==> src/rtl/muldiv_pkg.sv <==
// Shared encodings and helpers for the iterative HI/LO multiply/divide unit.
package muldiv_pkg;

  typedef enum logic [1:0] {
    OP_MULT  = 2'b00,
    OP_MULTU = 2'b01,
    OP_DIV   = 2'b10,
    OP_DIVU  = 2'b11
  } op_e;

  typedef enum logic [1:0] {
    IDLE,
    CALC,
    FIX,
    DONE
  } state_e;

  // Signed variants have a clear low opcode bit.
  function automatic logic is_signed(op_e op);
    return ~op[0];
  endfunction

  // Divides have the high opcode bit set.
  function automatic logic is_div(op_e op);
    return op[1];
  endfunction

endpackage

==> src/rtl/muldiv_signfix.sv <==
// Conditional two's-complement negate: y = neg ? -x : x.
module muldiv_signfix #(
  parameter int W = 32
) (
  input  logic         neg,
  input  logic [W-1:0] x,
  output logic [W-1:0] y
);

  assign y = neg ? (~x + W'(1)) : x;

endmodule

==> src/rtl/muldiv_seq.sv <==
// Fixed-latency multi-cycle multiply/divide: shift-add multiply, restoring
// divide, magnitudes in the datapath with sign fix-up in a final cycle.
module muldiv_seq
  import muldiv_pkg::*;
#(
  parameter int WIDTH = 32
) (
  input  logic             clk,
  input  logic             rst,
  input  logic             start,
  input  logic [1:0]       op,
  input  logic             cancel,
  input  logic [WIDTH-1:0] a,
  input  logic [WIDTH-1:0] b,
  output logic             busy,
  output logic             done,
  output logic [WIDTH-1:0] hi,
  output logic [WIDTH-1:0] lo
);

  localparam int CW = $clog2(WIDTH);

  state_e              state, state_n;
  logic                div_q, qsign, rsign, dz;
  logic [CW-1:0]       cnt;
  logic [2*WIDTH-1:0]  acc;
  logic [WIDTH-1:0]    opnd, a_raw;

  logic                op_sgn, op_div, sa, sb, accept;
  logic [WIDTH-1:0]    mag_a, mag_b, quot_f, rem_f;
  logic [2*WIDTH-1:0]  prod_f, mul_nxt, div_nxt;
  logic [WIDTH:0]      msum, dtrial;

  assign op_sgn = is_signed(op_e'(op));
  assign op_div = is_div(op_e'(op));
  assign sa     = op_sgn & a[WIDTH-1];
  assign sb     = op_sgn & b[WIDTH-1];
  assign accept = (state == IDLE) && start && !cancel;

  muldiv_signfix #(.W(WIDTH)) u_abs_a (.neg(sa), .x(a), .y(mag_a));
  muldiv_signfix #(.W(WIDTH)) u_abs_b (.neg(sb), .x(b), .y(mag_b));

  // Result fix-ups driven from the final accumulator and latched signs.
  muldiv_signfix #(.W(2*WIDTH)) u_fix_prod (.neg(qsign), .x(acc), .y(prod_f));
  muldiv_signfix #(.W(WIDTH))   u_fix_quot (.neg(qsign), .x(acc[WIDTH-1:0]), .y(quot_f));
  muldiv_signfix #(.W(WIDTH))   u_fix_rem  (.neg(rsign), .x(acc[2*WIDTH-1:WIDTH]), .y(rem_f));

  // Multiply step: conditional add of the multiplicand into the upper half
  // (carry kept), then shift the whole accumulator right.
  assign msum    = {1'b0, acc[2*WIDTH-1:WIDTH]} + {1'b0, opnd};
  assign mul_nxt = acc[0] ? {msum, acc[WIDTH-1:1]} : {1'b0, acc[2*WIDTH-1:1]};

  // Divide step: trial-subtract the divisor from the shifted remainder; a
  // borrow means restore (keep the plain shift) and a zero quotient bit.
  assign dtrial  = acc[2*WIDTH-1:WIDTH-1] - {1'b0, opnd};
  assign div_nxt = dtrial[WIDTH] ? {acc[2*WIDTH-2:0], 1'b0}
                                 : {dtrial[WIDTH-1:0], acc[WIDTH-2:0], 1'b1};

  // State register.
  always_ff @(posedge clk or negedge rst) begin
    if (!rst) state <= IDLE;
    else      state <= state_n;
  end

  // Next-state logic; cancel aborts CALC/FIX but not DONE.
  always_comb begin
    state_n = state;
    case (state)
      IDLE:    if (start && !cancel) state_n = CALC;
      CALC:    if (cancel) state_n = IDLE;
               else if (cnt == '0) state_n = FIX;
      FIX:     state_n = cancel ? IDLE : DONE;
      DONE:    state_n = IDLE;
      default: state_n = IDLE;
    endcase
  end

  // Handshake outputs registered from the next state.
  always_ff @(posedge clk or negedge rst) begin
    if (!rst) begin
      busy <= 1'b0;
      done <= 1'b0;
    end else begin
      busy <= (state_n == CALC) || (state_n == FIX);
      done <= (state_n == DONE);
    end
  end

  // Operand latch, iteration datapath and HI/LO commit.
  always_ff @(posedge clk or negedge rst) begin
    if (!rst) begin
      div_q <= 1'b0;
      qsign <= 1'b0;
      rsign <= 1'b0;
      dz    <= 1'b0;
      cnt   <= '0;
      acc   <= '0;
      opnd  <= '0;
      a_raw <= '0;
      hi    <= '0;
      lo    <= '0;
    end else begin
      case (state)
        IDLE: if (accept) begin
          div_q <= op_div;
          qsign <= sa ^ sb;
          rsign <= sa;
          dz    <= op_div && (b == '0);
          opnd  <= op_div ? mag_b : mag_a;
          acc   <= {{WIDTH{1'b0}}, (op_div ? mag_a : mag_b)};
          a_raw <= a;
          cnt   <= CW'(WIDTH - 1);
        end
        CALC: if (!cancel) begin
          acc <= div_q ? div_nxt : mul_nxt;
          if (cnt != '0) cnt <= cnt - CW'(1);
        end
        FIX: if (!cancel) begin
          if (!div_q) begin
            {hi, lo} <= prod_f;
          end else if (dz) begin
            hi <= a_raw;
            lo <= '1;
          end else begin
            hi <= rem_f;
            lo <= quot_f;
          end
        end
        default: ;
      endcase
    end
  end

endmodule

==> config.mk <==
export PLATFORM = sky130hd
export DESIGN_NAME = muldiv_seq
export DESIGN_NICKNAME = d
export VERILOG_FILES = /design/src/rtl/muldiv_pkg.sv /design/src/rtl/muldiv_signfix.sv /design/src/rtl/muldiv_seq.sv
export SDC_FILE = /design/constraint.sdc
export NUM_CORES = 1
export LEC_CHECK = 0
export ABC_AREA = 1
export BUFFER_PORTS_ARGS = -buffer_cell sky130_fd_sc_hd__buf_2
export CAP_MARGIN = 20
export CORE_MARGIN = 1.5
export CORE_UTILIZATION = 40
export DETAILED_ROUTE_END_ITERATION = 8
export PLACE_DENSITY = 0.64
export SKIP_LAST_GASP = 1
export SYNTH_ARGS = -nofsm -noshare
export SYNTH_HDL_FRONTEND = slang
export SYNTH_SLANG_ARGS = --single-unit
==> constraint.sdc <==
create_clock -name clk -period 7.4 [get_ports clk]
set_clock_uncertainty 0.1 [all_clocks]
set_input_delay 0 -clock clk [delete_from_list [all_inputs] [get_ports clk]]
set_output_delay 0 -clock clk [all_outputs]
set_load 0.01 [all_outputs]
======== Word level (Yosys, flattened, before mapping) ========
Cells that the tools add are included.
W data, S select, Z words.
cells by class
  reduce and logical (&&, ||, !) cells .... 15
  equality and inequality tests ........... 9
  add/subtract/negate cells ............... 8
  bitwise operators ....................... 10
  muxes and demuxes ....................... 26
operator list
  kind                     number
  $mux W64                 6
  $mux W32                 10
  $add A32 B1 Y32 const B  4
  $not A32 Y32             4
  $pmux W64 S2             1
  $add A64 B1 Y64 const B  1
  $not A64 Y64             1
  $add A32 B32 Y33         1
  $sub A33 B32 Y33         1
  $logic_not A32 Y1        1
  $mux W5                  3
  $pmux W5 S2              1
  $eq A2 B2 Y1 const B     4
  $mux W2                  4
  $pmux W2 S4              1
  $ne A2 B2 Y1 const B     3
  $logic_not A5 Y1         1
  $reduce_bool A5 Y1       1
  $sub A5 B1 Y5 const B    1
  $eq A2 B1 Y1 const B     2
  $logic_and A1 B1 Y1      4
  $reduce_and A2 Y1        2
  $reduce_and A4 Y1        1
  $reduce_and A3 Y1        1
  7 further kinds          9
word-level totals
  input port bits ......................... 70
  word-level logic and storage cells ...... 81
  output and inout bits ................... 66
  bits in registers ....................... 205

======== Logic depth before layout (Yosys ltp) ========
  depth in word-level cells ............... 6
  gate-level depth with buffers ........... 19
  depth with buffers taken out ............ 18

======== Hierarchy ========
From an unflattened synthesis, not the netlist that was laid out.
second synthesis, totals
  cell total of the unflattened synthesis .. 3878
  area total of the unflattened synthesis .. 22646.7 µm²
by module, submodules not included
  module                         seq. area each (µm²)  cells an instance  area each (µm²)  times used
  muldiv_seq                     5129.9                2472               15746.4          1
  muldiv_signfix at u_abs_a ...  0.0                   227                1108.6           4
  muldiv_signfix at u_fix_prod   0.0                   498                2466.1           1

======== Worst setup path after synthesis ========
Ideal clock, no wire load.
  kind .................................... register to register
  start ................................... register acc[32]
  end ..................................... register acc[47]
  arrival time ............................ 2.274 ns
  slack ................................... 4.905 ns
  library setup time ...................... 0.120 ns
  clock period less this slack ............ 2.495 ns
  path buffers ............................ 1
  stages on the path, launching flop included .. 18
  required time ........................... 7.180 ns
  cell sequence ........................... dfrtp_1 clkinv_1 fa_1 inv_1 nand2_1 nand2_1 nand3_1 nand2_1 nand2_2 nand2_4 nand2_4 nand3_2 nand2_8 buf_6 nand2_1 nand2_1 o21ai_1 nand2_1
between the ends
  word-level cells in the longest chain between the ends .. 5
  elaborated cells between the ends (all ways) .. 7
  classes of those cells .................. 2 x add/sub; 5 x mux
RTL lines
  element                                               line                                text
  start, declared                                       muldiv_seq.sv:26                    logic [2*WIDTH-1:0] acc;
  start signal, assigned                                muldiv_seq.sv:110                   acc <= {{WIDTH{1'b0}}, (op_div ? mag_a : mag_b)};
  start signal, assigned                                muldiv_seq.sv:115                   acc <= div_q ? div_nxt : mul_nxt;
  $sub A33 B32 Y33 or $add A32 B32 Y33 (tied branches)  muldiv_seq.sv:55, muldiv_seq.sv:50
  $mux W64 (on tied branches)                           muldiv_seq.sv:56, muldiv_seq.sv:51
  $mux W64 (*)                                          muldiv_seq.sv:115
  $mux W64 (*)                                          muldiv_seq.sv:114                   CALC: if (!cancel) begin
  $pmux W64 S2 (*)                                      muldiv_seq.sv:103                   case (state)
Every way passes the cells marked *; elsewhere a longest branch is shown, timed or not. The select of a mux whose other input is x is not followed.
A chain may end at the register's enable or synchronous reset.

======== Worst setup path in the final report ========
  start ................................... register state[1]
  end ..................................... register busy
between the ends
  elaborated cells between the ends (all ways) .. 11
  classes of those cells .................. 5 x eq/ne; 4 x mux; 2 x reduce/logical
RTL lines
  element                                       line              text
  start, declared                               muldiv_seq.sv:23  state_e state, state_n;
  start signal, assigned                        muldiv_seq.sv:62  else state <= state_n;
  $eq A2 B2 Y1 (tied with other cells)          muldiv_seq.sv:68  case (state)
  $pmux W2 S4 (*)                               muldiv_seq.sv:68
  via state_n[0]                                muldiv_seq.sv:23
  $eq A2 B1 Y1 or $eq A2 B2 Y1 (tied branches)  muldiv_seq.sv:84  busy <= (state_n == CALC) || (state_n == FIX);
  $logic_or A1 B1 Y1 (*)                        muldiv_seq.sv:84
  end signal, assigned                          muldiv_seq.sv:84
  end, declared                                 muldiv_seq.sv:15  output logic busy,
Mark *: on every way through the listed nets, which the timed path passes. The rest lies on a longest branch.

==> metrics.md <==
| Metric | Value |
|---|---|
| Outcome | `complete, no violations` |
| Worst R2R End | `busy` |
| Final Hold Viols | `0` |
| Clk root buf | `clkbuf_16` |
| Register area | `0.00513 sq mm` |
| Placer congestion estimate | `1.01` |
| Post-CTS Setup Inserts | `0` |
| Ys flop type | `dfrtp_1` |
| DR iter-0 viols | `2567` |
| Top post-synthesis cells by area | `dfrtp_1, nand2_1, inv_1` |
| Sequential-to-total area share from yosys stat | `26.0%` |
| Hold depth | `5` |
| Drt total wl | `83.3 mm` |
| Post-synthesis cell type count | `55` |
| Setup TNS | `0 ns` |
| Arrival time at the worst endpoint | `3.84 ns` |
| Remaining Overflow, GRT | `0` |
| Horiz. Die Dim | `225 um` |
| Cell row count | `81` |
| Wire per inst | `20.1 um` |
| Hold Path Class | `primary input to flop` |
| Unrepaired setup endpoints after global routing | `no` |
| # diodes | `0` |
| # clock sinks | `205` |
| Post-synthesis cell count | `3329` |
| IO buf count | `135` |
| Worst-path maximum fanout | `39` |
| Top-area cell type share of the netlist area | `26.0%` |
| WHS Endpoint | `opnd[1]` |
| CTS tree | `yes` |
| Initial antenna violation count | `4` |
| VDD IR max | `220 uV` |
| Met1 usage | `45.4%` |
| Largest net degree at the start of global routing | `85` |
| Yosys reg bits | `205` |
| Max frequency | `0.288 GHz` |
| Max Cap Viol | `0` |
| IO Pins | `136` |
| Worst-margin pin slew | `1.05 ns` |
| Setup CP Type | `flop to flop` |
| Post-synth EDFFs | `0` |
| Static leakage | `11.9 nW` |
| DRC viols | `0` |
| Fillers | `5348` |
| PostCTS Resize Cnt | `0` |
| Critical path required time | `7.77 ns` |
| Via count | `22700` |
| Final instance area | `0.0227 sq mm` |
| Top Usage Layer GRT | `met2` |
| Crit path from | `state[1]` |
| DP HPWL | `64.0 mm` |
| Met2 Usage GRT | `49.5%` |
| Mapped Area | `0.0198 sq mm` |
| CTS Buf Count | `25` |
| Crit start category | `flop` |
| Pwr Density | `384 mW/mm^2` |
| Final min period | `3.48 ns` |
| Mean Syn Cell Area | `5.93 sq um` |
| 1st-pass router iterations | `6` |
| Hold path startpoint | `b[1]` |
| Slew HR | `29.8%` |
| Layout cells sized above 1 | `7.84%` |
| Synth async-reset ratio | `100%` |
| Area post-placement | `0.0209 sq mm` |
| Starting Density | `40.4%` |
| Clk pin slew, worst setup/hold paths | `0.06 ns` |
| R2R setup slack | `3.92 ns` |
| Die ar. | `0.0507 sq mm` |
| Total Routing Usage GR | `32.6%` |
| Final Setup Violations | `0` |
| Global-route wire length before repair | `126 mm` |
| Die Span Y | `225 um` |
| Core area | `0.0488 sq mm` |
| Htree depth | `1` |
| Area growth syn-to-layout | `14.7%` |
| Syn Nets | `3471` |
| Multi-input gate area | `0.0125 sq mm` |
| Post-synth top cells | `nand2_1, inv_1, nor2_1` |
| Yosys warnings | `0` |
| Synth area leader | `dfrtp_1` |
| Hold_buf cts | `74` |
| Worst Setup End Kind | `flop` |
| Via/cell ratio | `5.49` |
| Reg2Reg Depth | `10` |
| Part of the cycle the worst path needs | `47.0%` |
| Detail Route Antenna Nets | `0` |
| Latest clock arrival within the worst-skew pair | `0.58 ns` |
| Met3 GRT Util | `5.81%` |
| Count leader, synth | `nand2_1` |
| Bufs on Longest Clock Path | `3` |
| RR Startpoint | `state[1]` |
| Vias in the first global route | `20600` |
| Count of final max-slew check failures | `0` |
| Final-stage net count | `3605` |
## power by group
part	leakage [nW]	switching (mW)	total (mW)	internal [mW]
logic	8.85	3.58	5.23	1.65
registers	2.55	0.602	1.98	1.38
clock network	0.458	0.568	1.49	0.926
total	11.9	4.75	8.70	3.95
## routing by layer
| metal | wire length (um) | vias up |
|---|---|---|
| met4 | 3850 | 8 |
| met3 | 8310 | 192 |
| met1 | 35400 | 10500 |
| met2 | 35700 | 1110 |
| li1 | - | 10900 |
| met5 | 50 | - |
## cells in the final DEF (no fill, tap or decap), drive strengths merged, types with 8 or more instances in the layout
master and count:
nand2 1034, nor2 433, inv 427, nand3 293
a21oi 252, dfrtp 205, o21ai 200, buf 160
dlygate4sd3 73, ha 70, xor2 69, nand4 41
clkbuf 30, nor3 26, o211ai 23, nand3b 21
a22oi 19, xnor2 16, or2 13, o21bai 10
o22ai 8, a31oi 8, bufinv 8
## through the flow
| step | utilization [%] | total power [mW] | instances | hold slack, ns | worst slack [ns] |
|---|---|---|---|---|---|
| 6_report | 46.4 | 8.70 | 4146 | 0.0106 | 3.92 |
| 5_1_grt | 46.4 | 9.36 | 4146 | 0.0652 | 3.73 |
| 4_1_cts | 46.4 | 8.57 | 4146 | 0.0249 | 3.99 |
| 3_3_place_gp | 42.8 | 7.04 | 4026 | -0.106 | 4.07 |
| 2_1_floorplan | - | 5.48 | 3329 | -0.396 | 4.91 |
| 3_5_place_dp | 42.8 | 7.03 | 4026 | -0.103 | 3.99 |
## cell families after synthesis
group | count (synthesis) | synth area share, %
XOR/XNOR | 85 | 3.77
AO/OA/AOI/OAI | 542 | 15.0
flip-flops | 205 | 26.0
buffers and inverters | 557 | 10.9
adder cells (fa/ha/maj) | 72 | 4.64
AND/OR/NAND/NOR | 1868 | 39.7
## registers in the layout (all words and copies together) (netlist names)
register,count
lo,32
done,1
rsign,1
acc,64
dz,1
a_raw,32
busy,1
hi,32
cnt,5
div_q,1
state,2
qsign,1
opnd,32
## final cells by class
class                           instances  share of cell area, %
Multi-Input combinational cell       2567                   55.1
Sequential cell                       205                   22.6
Timing Repair Buffer                  233                   7.17
Inverter                              431                   7.14
Tap cell                              664                   3.67
Clock buffer                           30                   2.93
Clock inverter                         16                   1.37
## critical path: stages, from the launching register on
cell     delay [ns]
dfrtp_1        0.42
nor2_4         0.57
inv_2          0.50
nor2_4         0.40
nor2_4         0.05
inv_2          0.46
o21ai_2        0.19
nor2_1         0.20
nor2_1         0.06
nand2_1        0.11
ha_1           0.24
## how the worst max path moves through the flow
stage	end	slack (ns)	cells after the start
floorplan	acc[47]	4.91	17
global placement	busy	4.07	10
detailed placement	busy	3.99	10
CTS	busy	3.99	10
global route	busy	3.73	10
finish	busy	3.92	10
No activity file was read; power rests on OpenSTA's default activity.
